File: config.mk
export PLATFORM = sky130hd
export DESIGN_NAME = fetch_stage
export DESIGN_NICKNAME = d
export VERILOG_FILES = /design/src/rtl/cpu_pkg.sv /design/src/rtl/branch_target_calc.sv /design/src/rtl/fetch_stage.sv
export SDC_FILE = /design/constraint.sdc
export NUM_CORES = 1
export LEC_CHECK = 0
export CORE_UTILIZATION = 30
export CTS_CLUSTER_SIZE = 10
export DETAILED_ROUTE_END_ITERATION = 16
export PLACE_DENSITY = 0.58
export SLEW_MARGIN = 25
export SYNTH_ARGS = -nofsm -noshare
export SYNTH_HDL_FRONTEND = slang
export SYNTH_HIERARCHICAL = 1
export SYNTH_SLANG_ARGS = --single-unit
File: constraint.sdc
create_clock -name clk -period 7.75 [get_ports clk]
set_input_delay 1.55 -clock clk [delete_from_list [all_inputs] [get_ports clk]]
set_output_delay 1.55 -clock clk [all_outputs]
set_load 0.05 [all_outputs]
File: src/rtl/cpu_pkg.sv
// Shared LEGv8 pipeline definitions: opcode constants, the architectural NOP,
// and the fetch-stage state encoding.
package cpu_pkg;

    localparam logic [5:0]  OP_B      = 6'b000101;
    localparam logic [7:0]  OP_BCOND  = 8'h54;
    localparam logic [7:0]  OP_CBZ    = 8'hB4;
    localparam logic [31:0] NOP_INSTR = 32'hD503201F;

    typedef enum logic [1:0] {
        BOOT,
        RUN,
        REDIRECT
    } fstate_t;

endpackage

File: src/rtl/branch_target_calc.sv
// Branch-target adder for the instruction held in IF/ID: decodes B / B.cond /
// CBZ, sign-extends the word offset and adds it to the instruction's PC.
module branch_target_calc
    import cpu_pkg::*;
#(
    parameter int ADDR_W = 64
) (
    input  logic [31:0]       instr,
    input  logic [ADDR_W-1:0] pc,
    output logic [ADDR_W-1:0] target
);

    logic [ADDR_W-1:0] offset;
    logic              unused_low_bits;

    assign unused_low_bits = ^instr[4:0];

    always_comb begin
        offset = '0;
        if (instr[31:26] == OP_B) begin
            offset = {{(ADDR_W-28){instr[25]}}, instr[25:0], 2'b00};
        end else if (instr[31:24] == OP_BCOND || instr[31:24] == OP_CBZ) begin
            offset = {{(ADDR_W-21){instr[23]}}, instr[23:5], 2'b00};
        end
    end

    // Wrap-around past 2^ADDR_W is intentional and silent.
    assign target = pc + offset;

endmodule

File: src/rtl/fetch_stage.sv
// LEGv8 instruction-fetch stage: PC, IF/ID register and taken-branch counter.
// Define BRANCH_DELAY_SLOT_EN to execute the sequential instruction after a taken branch.
module fetch_stage
    import cpu_pkg::*;
#(
    parameter int                ADDR_W   = 64,
    parameter logic [ADDR_W-1:0] RESET_PC = '0,
    parameter int                CNT_W    = 16
) (
    input  logic              clk,
    input  logic              reset,
    input  logic              stall,
    input  logic              BrTaken,
    output logic [ADDR_W-1:0] imem_addr,
    input  logic [31:0]       imem_rdata,
    output logic [31:0]       if_id_instr,
    output logic [ADDR_W-1:0] if_id_pc,
    output logic              if_id_valid,
    output logic [ADDR_W-1:0] br_target,
    output logic [CNT_W-1:0]  br_count
);

    fstate_t           fstate, fstate_n;
    logic [ADDR_W-1:0] pc, pc_n;
    logic [31:0]       instr_n;
    logic [ADDR_W-1:0] id_pc_n;
    logic              valid_n;
    logic [CNT_W-1:0]  count_n;
    logic              redirect;

    branch_target_calc #(.ADDR_W(ADDR_W)) u_target (
        .instr  (if_id_instr),
        .pc     (if_id_pc),
        .target (br_target)
    );

    assign imem_addr = pc;

    // A bubble (or the boot slot) never redirects, whatever BrTaken says.
    assign redirect = BrTaken && if_id_valid && (fstate == RUN);

    always_ff @(posedge clk or posedge reset) begin
        if (reset) begin
            fstate      <= BOOT;
            pc          <= RESET_PC;
            if_id_instr <= NOP_INSTR;
            if_id_pc    <= '0;
            if_id_valid <= 1'b0;
            br_count    <= '0;
        end else begin
            fstate      <= fstate_n;
            pc          <= pc_n;
            if_id_instr <= instr_n;
            if_id_pc    <= id_pc_n;
            if_id_valid <= valid_n;
            br_count    <= count_n;
        end
    end

    always_comb begin
        fstate_n = fstate;
        pc_n     = pc;
        instr_n  = if_id_instr;
        id_pc_n  = if_id_pc;
        valid_n  = if_id_valid;
        count_n  = br_count;

        if (!stall) begin
            if (redirect) begin
                pc_n = br_target;
                if (br_count != '1) begin
                    count_n = br_count + CNT_W'(1);
                end
`ifdef BRANCH_DELAY_SLOT_EN
                instr_n  = imem_rdata;
                id_pc_n  = pc;
                valid_n  = 1'b1;
                fstate_n = RUN;
`else
                instr_n  = NOP_INSTR;
                id_pc_n  = '0;
                valid_n  = 1'b0;
                fstate_n = REDIRECT;
`endif
            end else begin
                // BOOT, REDIRECT and plain RUN all fetch sequentially here.
                pc_n     = pc + ADDR_W'(4);
                instr_n  = imem_rdata;
                id_pc_n  = pc;
                valid_n  = 1'b1;
                fstate_n = RUN;
            end
        end
    end

endmodule

==> results of run 1 <==
cell usage in the layout (no fill, tap or decap), drive strengths merged, types with 40 or more instances in the layout:
master	synthesis	routed
buf	32	40
dfrtp	165	165
a21oi	128	128
nor2	91	91
clkdlybuf4s50	1	253
xnor2	40	40
nand4	56	56
nand3	57	57
ha	63	63
o21ai	168	168
nand2	293	293
registers in the layout (all words and copies together) (netlist names):
| name | flops |
|---|---|
| fstate | 2 |
| if_id_pc | 64 |
| imem_addr | 64 |
| br_count | 16 |
| if_id_instr | 32 |
worst paths after layout:
check / from / endpoint / depth (start not counted)
hold reg to reg: if_id_instr[28] / if_id_instr[28] / 2
min in group asynchronous: reset / if_id_instr[20] / 2
hold / removal: if_id_instr[28] / if_id_instr[28] / 2
setup reg to reg: if_id_instr[26] / imem_addr[51] / 18
max in group asynchronous: reset / imem_addr[24] / 3
setup / recovery: if_id_instr[26] / br_target[51] / 16
routing by layer:
layer	global-route usage	routed length, um
met1	0.321	23400
met4	0.0822	1270
met3	0.0461	3540
met5	0	0
met2	0.374	24400
cell type report:
cell class / count / area (sq um)
Inverter: 23 / 93.8
Multi-Input combinational cell: 1312 / 8080
Fill cell: 4455 / 26100
Sequential cell: 178 / 4470
Clock buffer: 17 / 425
Tap cell: 585 / 732
Timing Repair Buffer: 293 / 2920
Clock inverter: 15 / 164
where the power goes:
group / internal [W] / switching [W] / total (W)
Clock: 0.000458 / 0.000455 / 0.000912
Sequential: 0.00118 / 0.000432 / 0.00161
Combinational: 0.000999 / 0.00220 / 0.00320
Total: 0.00263 / 0.00309 / 0.00572
Yosys cell counts (19+ instances only):
cell type / count
a21o_1: 34
a21oi_1: 126
and3_1: 23
buf_2: 20
clkbuf_1: 74
dfrtp_1: 165
ha_1: 63
inv_1: 23
nand2_1: 293
nand3_1: 56
nand4_1: 50
nor2_1: 90
nor3_1: 34
nor4_1: 26
o21ai_0: 162
or3_1: 19
xnor2_1: 40
xor2_1: 32
kinds of logic (layout without fill, tap and decap cells):
| family | count (synthesis) | in the layout | share of synthesized area |
|---|---|---|---|
| compound gates | 497 | 497 | 0.243 |
| xor+xnor | 72 | 72 | 0.0483 |
| fa+ha+maj | 64 | 64 | 0.0619 |
| buf+inv | 132 | 348 | 0.0425 |
| flops | 178 | 178 | 0.342 |
| mux | 12 | 12 | 0.00958 |
| simple gates | 667 | 667 | 0.252 |
through the flow:
step / cells / power (W)
final: 2423 / 0.00572
after global routing: 2423 / 0.00598
after CTS: 2423 / 0.00575
after detailed placement: 2391 / 0.00482
after global placement: 2391 / 0.00480
after floorplan: 1622 / 0.00360
worst max-delay path, stage by stage (launching register included):
cell      delay [ns]
dfstp_2         0.55
nand3b_1        0.18
nor4_2          0.24
buf_4           0.27
and3b_1         0.43
a21o_1          0.51
ha_1            0.42
a21o_1          0.23
a21o_1          0.17
a21oi_1         0.23
o211ai_1        0.13
o21ai_1         0.31
a21oi_1         0.18
a21boi_1        0.46
o21ai_0         0.20
xor2_1          0.45
buf_12          0.20
==> flow_summary_export.csv, run 1 <==
group,metric,value,unit
synthesis,ys_warn_count,6,
finish,final_area,0.0169,sq mm
routing,drtAntennaViolNets,0,
finish,diodes,0,
finish,area_growth,29.3,%
clock_tree,cts_root_buffer,"clkbuf_16",
finish,drive_above_1_share,0.0751,
place,placedInstanceArea,0.0163,sq mm
sta,hold_viol,0,
place,dp_hpwl,39.6,mm
finish,fin_util,0.393,
grt,grt_pass1_wl,80.1,mm
sta,tns,0,ns
routing,avgRoutedWirePerCell,21.7,um
die,dieArea,0.0444,sq mm
synthesis,yosysTopAreaCell,"dfrtp_1",
synthesis,synth.top_cell.area_share,0.316,
synthesis,syn_inst,1622,
die,dieHeight,211,um
routing,wl,52.6,mm
sta,fin_ws,0.549,ns
die,die_x,211,um
pwr,cellPowerDensity,339,mW/mm^2
sta,skew,0.0144,ns
clock_tree,cts_setup_buffers,0,
grt,first_global_vias,12900,
sta,max_freq,139,MHz
synthesis,syn_area,0.0131,sq mm
clock_tree,postCtsHoldBufs,0,
sta,finalMaxSlewViolations,0,
synthesis,ys_ff_latch,178,
synthesis,syn_nets,1722,
place,io_buffers,276,
routing,dr.pass1.iters,6,
grt,grt_max_degree,116,
grt,antenna_found_initial,0,
worst_setup_path,critPathKind,"flip-flop to output pin",
synthesis,seq_area_frac_synth,0.342,
clock_tree,clkTransAtPathRegs,0.08,ns
place,post-place-ws,1.09,ns
clock_tree,htreeDepth,4,
clock_tree,clock_latency,0.49,ns
sta,setup_viol_count_final,0,
sta,slew_headroom,0.275,
synthesis,synth.distinct_cells,99,
grt,track_usage,0.237,
place,gp_congestion,0.944,
sta,fin_hold_ws,0.475,ns
synthesis,synth_area_per_cell,8.05,sq um
sta,rsz0062_at_grt,"false",
outcome,status,"finished, final reports clean",
clock_tree,cts_inserted_buffers,17,
hold_path,hp-class,"flip-flop to flip-flop",
pwr,peakVddDrop,246,uV
die,row_count,76,
synthesis,async_reset_ff_frac,1.00,
finish,nets,1925,
worst_setup_path,start_kind,"flip-flop",
routing,via_per_inst,5.60,
pwr,p_leak,7.06,nW
worst_setup_path,crit_fanout,20,
sta,final.min_clock_period,7.20,ns
clock_tree,tritoncts,"yes",
job,cap_violations,0,
grt,overflow,0,
clock_tree,clock_sinks,178,
worst_setup_path,arrival,5.65,ns
clock_tree,cts_resized,0,
worst_setup_path,worstPathRequired,6.20,ns
worst_setup_path,worst_setup_path_end_kind,"output pin",
worst_setup_path,regToRegSetupSlack,2.31,ns
routing,route.vias.total,13600,
sta,min_period_over_period,0.929,
routing,drt_iter0_markers,985,
die,ios,277,
synthesis,synth_area_leaders,"dfrtp_1 32%, nand2_1 8.4%, o21ai_0 6.2%",
synthesis,synth-edff-count,0,
routing,drc,0,
sta,tightestPinTransition,1.08,ns
die,initial_core_util,0.304,
die,core_area,0.0430,sq mm
clock_tree,clockBufferDepth,2,
synthesis,ys.flop_type,"dfrtp_1",
No activity file was read; power rests on OpenSTA's default activity.
==> run 2: changes to the inputs <==
--- a/config.mk
+++ b/config.mk
@@ -9,6 +9,7 @@
 export CTS_CLUSTER_SIZE = 10
 export DETAILED_ROUTE_END_ITERATION = 16
 export PLACE_DENSITY = 0.58
+export SETUP_SLACK_MARGIN = 0.5
 export SLEW_MARGIN = 25
 export SYNTH_ARGS = -nofsm -noshare
 export SYNTH_HDL_FRONTEND = slang
==> flow_summary_export.csv, run 2 (same netlist as run 1, synthesis figures left out) <==
group,metric,value,unit
sta,fin_ws,0.836,ns
finish,nets,1925,
die,row_count,76,
pwr,cellPowerDensity,338,mW/mm^2
sta,min_period_over_period,0.892,
routing,drt_iter0_markers,1086,
worst_setup_path,arrival,5.36,ns
job,cap_violations,0,
sta,final.min_clock_period,6.91,ns
worst_setup_path,worst_setup_path_end_kind,"output pin",
worst_setup_path,cpMaxStageDelayCell,"clkdlybuf4s50_1",
clock_tree,clockBufferDepth,2,
finish,diodes,0,
finish,final_common_cell,"nand2_1",
finish,multiInputGateArea,0.00808,sq mm
clock_tree,cts_inserted_buffers,17,
grt,grt_pass1_wl,80.1,mm
grt,track_usage,0.237,
worst_setup_path,critPathMaxStageDelay,0.90,ns
pwr,peakVddDrop,246,uV
die,ios,277,
routing,route.vias.total,13500,
sta,hold_viol,0,
clock_tree,clock_latency,0.49,ns
pwr,p_leak,7.11,nW
worst_setup_path,worstPathRequired,6.20,ns
worst_setup_path,crit_fanout,9,
clock_tree,htreeDepth,4,
sta,finalMaxSlewViolations,0,
die,dieArea,0.0444,sq mm
clock_tree,cts_root_buffer,"clkbuf_16",
sta,max_freq,145,MHz
place,placedInstanceArea,0.0163,sq mm
finish,drive_above_1_share,0.0767,
die,dieHeight,211,um
finish,layout.cells.non_filler,2423,
place,post-place-ws,1.09,ns
routing,drtAntennaViolNets,0,
sta,rsz0062_at_grt,"false",
routing,dr.pass1.iters,6,
sta,skew,0.0156,ns
place,place_inst,2391,
die,core_area,0.0430,sq mm
place,io_buffers,276,
place,gp_congestion,0.944,
die,initial_core_util,0.304,
hold_path,hp-class,"flip-flop to flip-flop",
outcome,status,"finished, final reports clean",
clock_tree,clkTransAtPathRegs,0.08,ns
grt,overflow,0,
routing,via_per_inst,5.58,
worst_setup_path,path_delay_family,"simple AND/OR/NAND/NOR gates",
finish,n_fill_cell,4454,
grt,first_global_vias,12900,
place,dp_hpwl,39.6,mm
finish,most-common-layout-cells,"293 x nand2_1, 248 x clkdlybuf4s50_1, 165 x dfrtp_1",
clock_tree,tritoncts,"yes",
grt,antenna_found_initial,0,
sta,tightestPinTransition,1.12,ns
sta,setup_viol_count_final,0,
grt,grt_max_degree,116,
clock_tree,clock_sinks,178,
worst_setup_path,critPathKind,"flip-flop to output pin",
finish,final_area,0.0169,sq mm
routing,drc,0,
finish,regArea,0.00447,sq mm
routing,wl,52.7,mm
sta,tns,0,ns
routing,avgRoutedWirePerCell,21.7,um
worst_setup_path,worstPathCellList,"nand3b_1 > nor4_4 > and3b_2 > a21o_1 > ha_1 > nand4_1 > or3_1 > o21ai_0 > a21o_1 > nand2_1 > o21ai_0 > xor2_1 > clkdlybuf4s50_1",
worst_setup_path,crit_buf_inv,1,
sta,slew_headroom,0.249,
worst_setup_path,start_kind,"flip-flop",
finish,area_growth,29.5,%
die,die_x,211,um
## run 2: cell count changes in the layout (fill, tap and decap cells not counted), sizes merged
cell           before  now
clkdlybuf4s50     253  248
dlymetal6s2s        0    5
## run 2: timing repair
item	in CTS	in global routing
resized for setup	0	8
hold buffers	0	0
buffers inserted	0	0
setup endpoints to repair	0	20
## run 2: path summary, 6_finish.rpt
path,to,cells past startpoint,slack (ns),start
max,br_target[33],13,0.84,if_id_instr[26]
min,if_id_instr[28],2,0.47,if_id_instr[28]
max reg2reg,imem_addr[57],17,2.67,if_id_instr[26]
min reg2reg,if_id_instr[28],2,0.47,if_id_instr[28]
max in group asynchronous,imem_addr[24],3,4.57,reset
min in group asynchronous,if_id_instr[20],2,1.58,reset
## run 2: stage by stage
step	util	total power, W	hold slack, ns
finish	0.393	0.00572	0.475
global route	0.393	0.00598	0.492
CTS	0.393	0.00575	0.476
detailed placement	0.379	0.00482	0.463
global placement	0.379	0.00480	0.461
floorplan	-	0.00360	0.478
## run 2: area by class of cell
class,count,share of cell area
Tap cell,585,0.0433
Timing Repair Buffer,293,0.174
Clock inverter,15,0.00970
Inverter,23,0.00555
Multi-Input combinational cell,1312,0.478
Sequential cell,178,0.264
Clock buffer,17,0.0252
## run 2: power breakdown
part	internal (W)	switching [W]	leakage (nW)	total [W]
logic	0.000998	0.00220	4.67	0.00320
registers	0.00118	0.000433	2.16	0.00161
clock network	0.000458	0.000454	0.285	0.000912
total	0.00263	0.00309	7.11	0.00572
## run 2: worst min-delay path, stage by stage, from the launching register on
cell,delay [ns]
dfstp_2,0.38
nand2_1,0.06
nand2_1,0.04
## run 2: metal layers
metal	GRT usage	routed length [um]	vias to the layer above
met5	0	0	-
met4	0.0822	1290	0
met3	0.0461	3380	68
met2	0.374	24400	498
met1	0.321	23700	6595
li1	-	-	6361
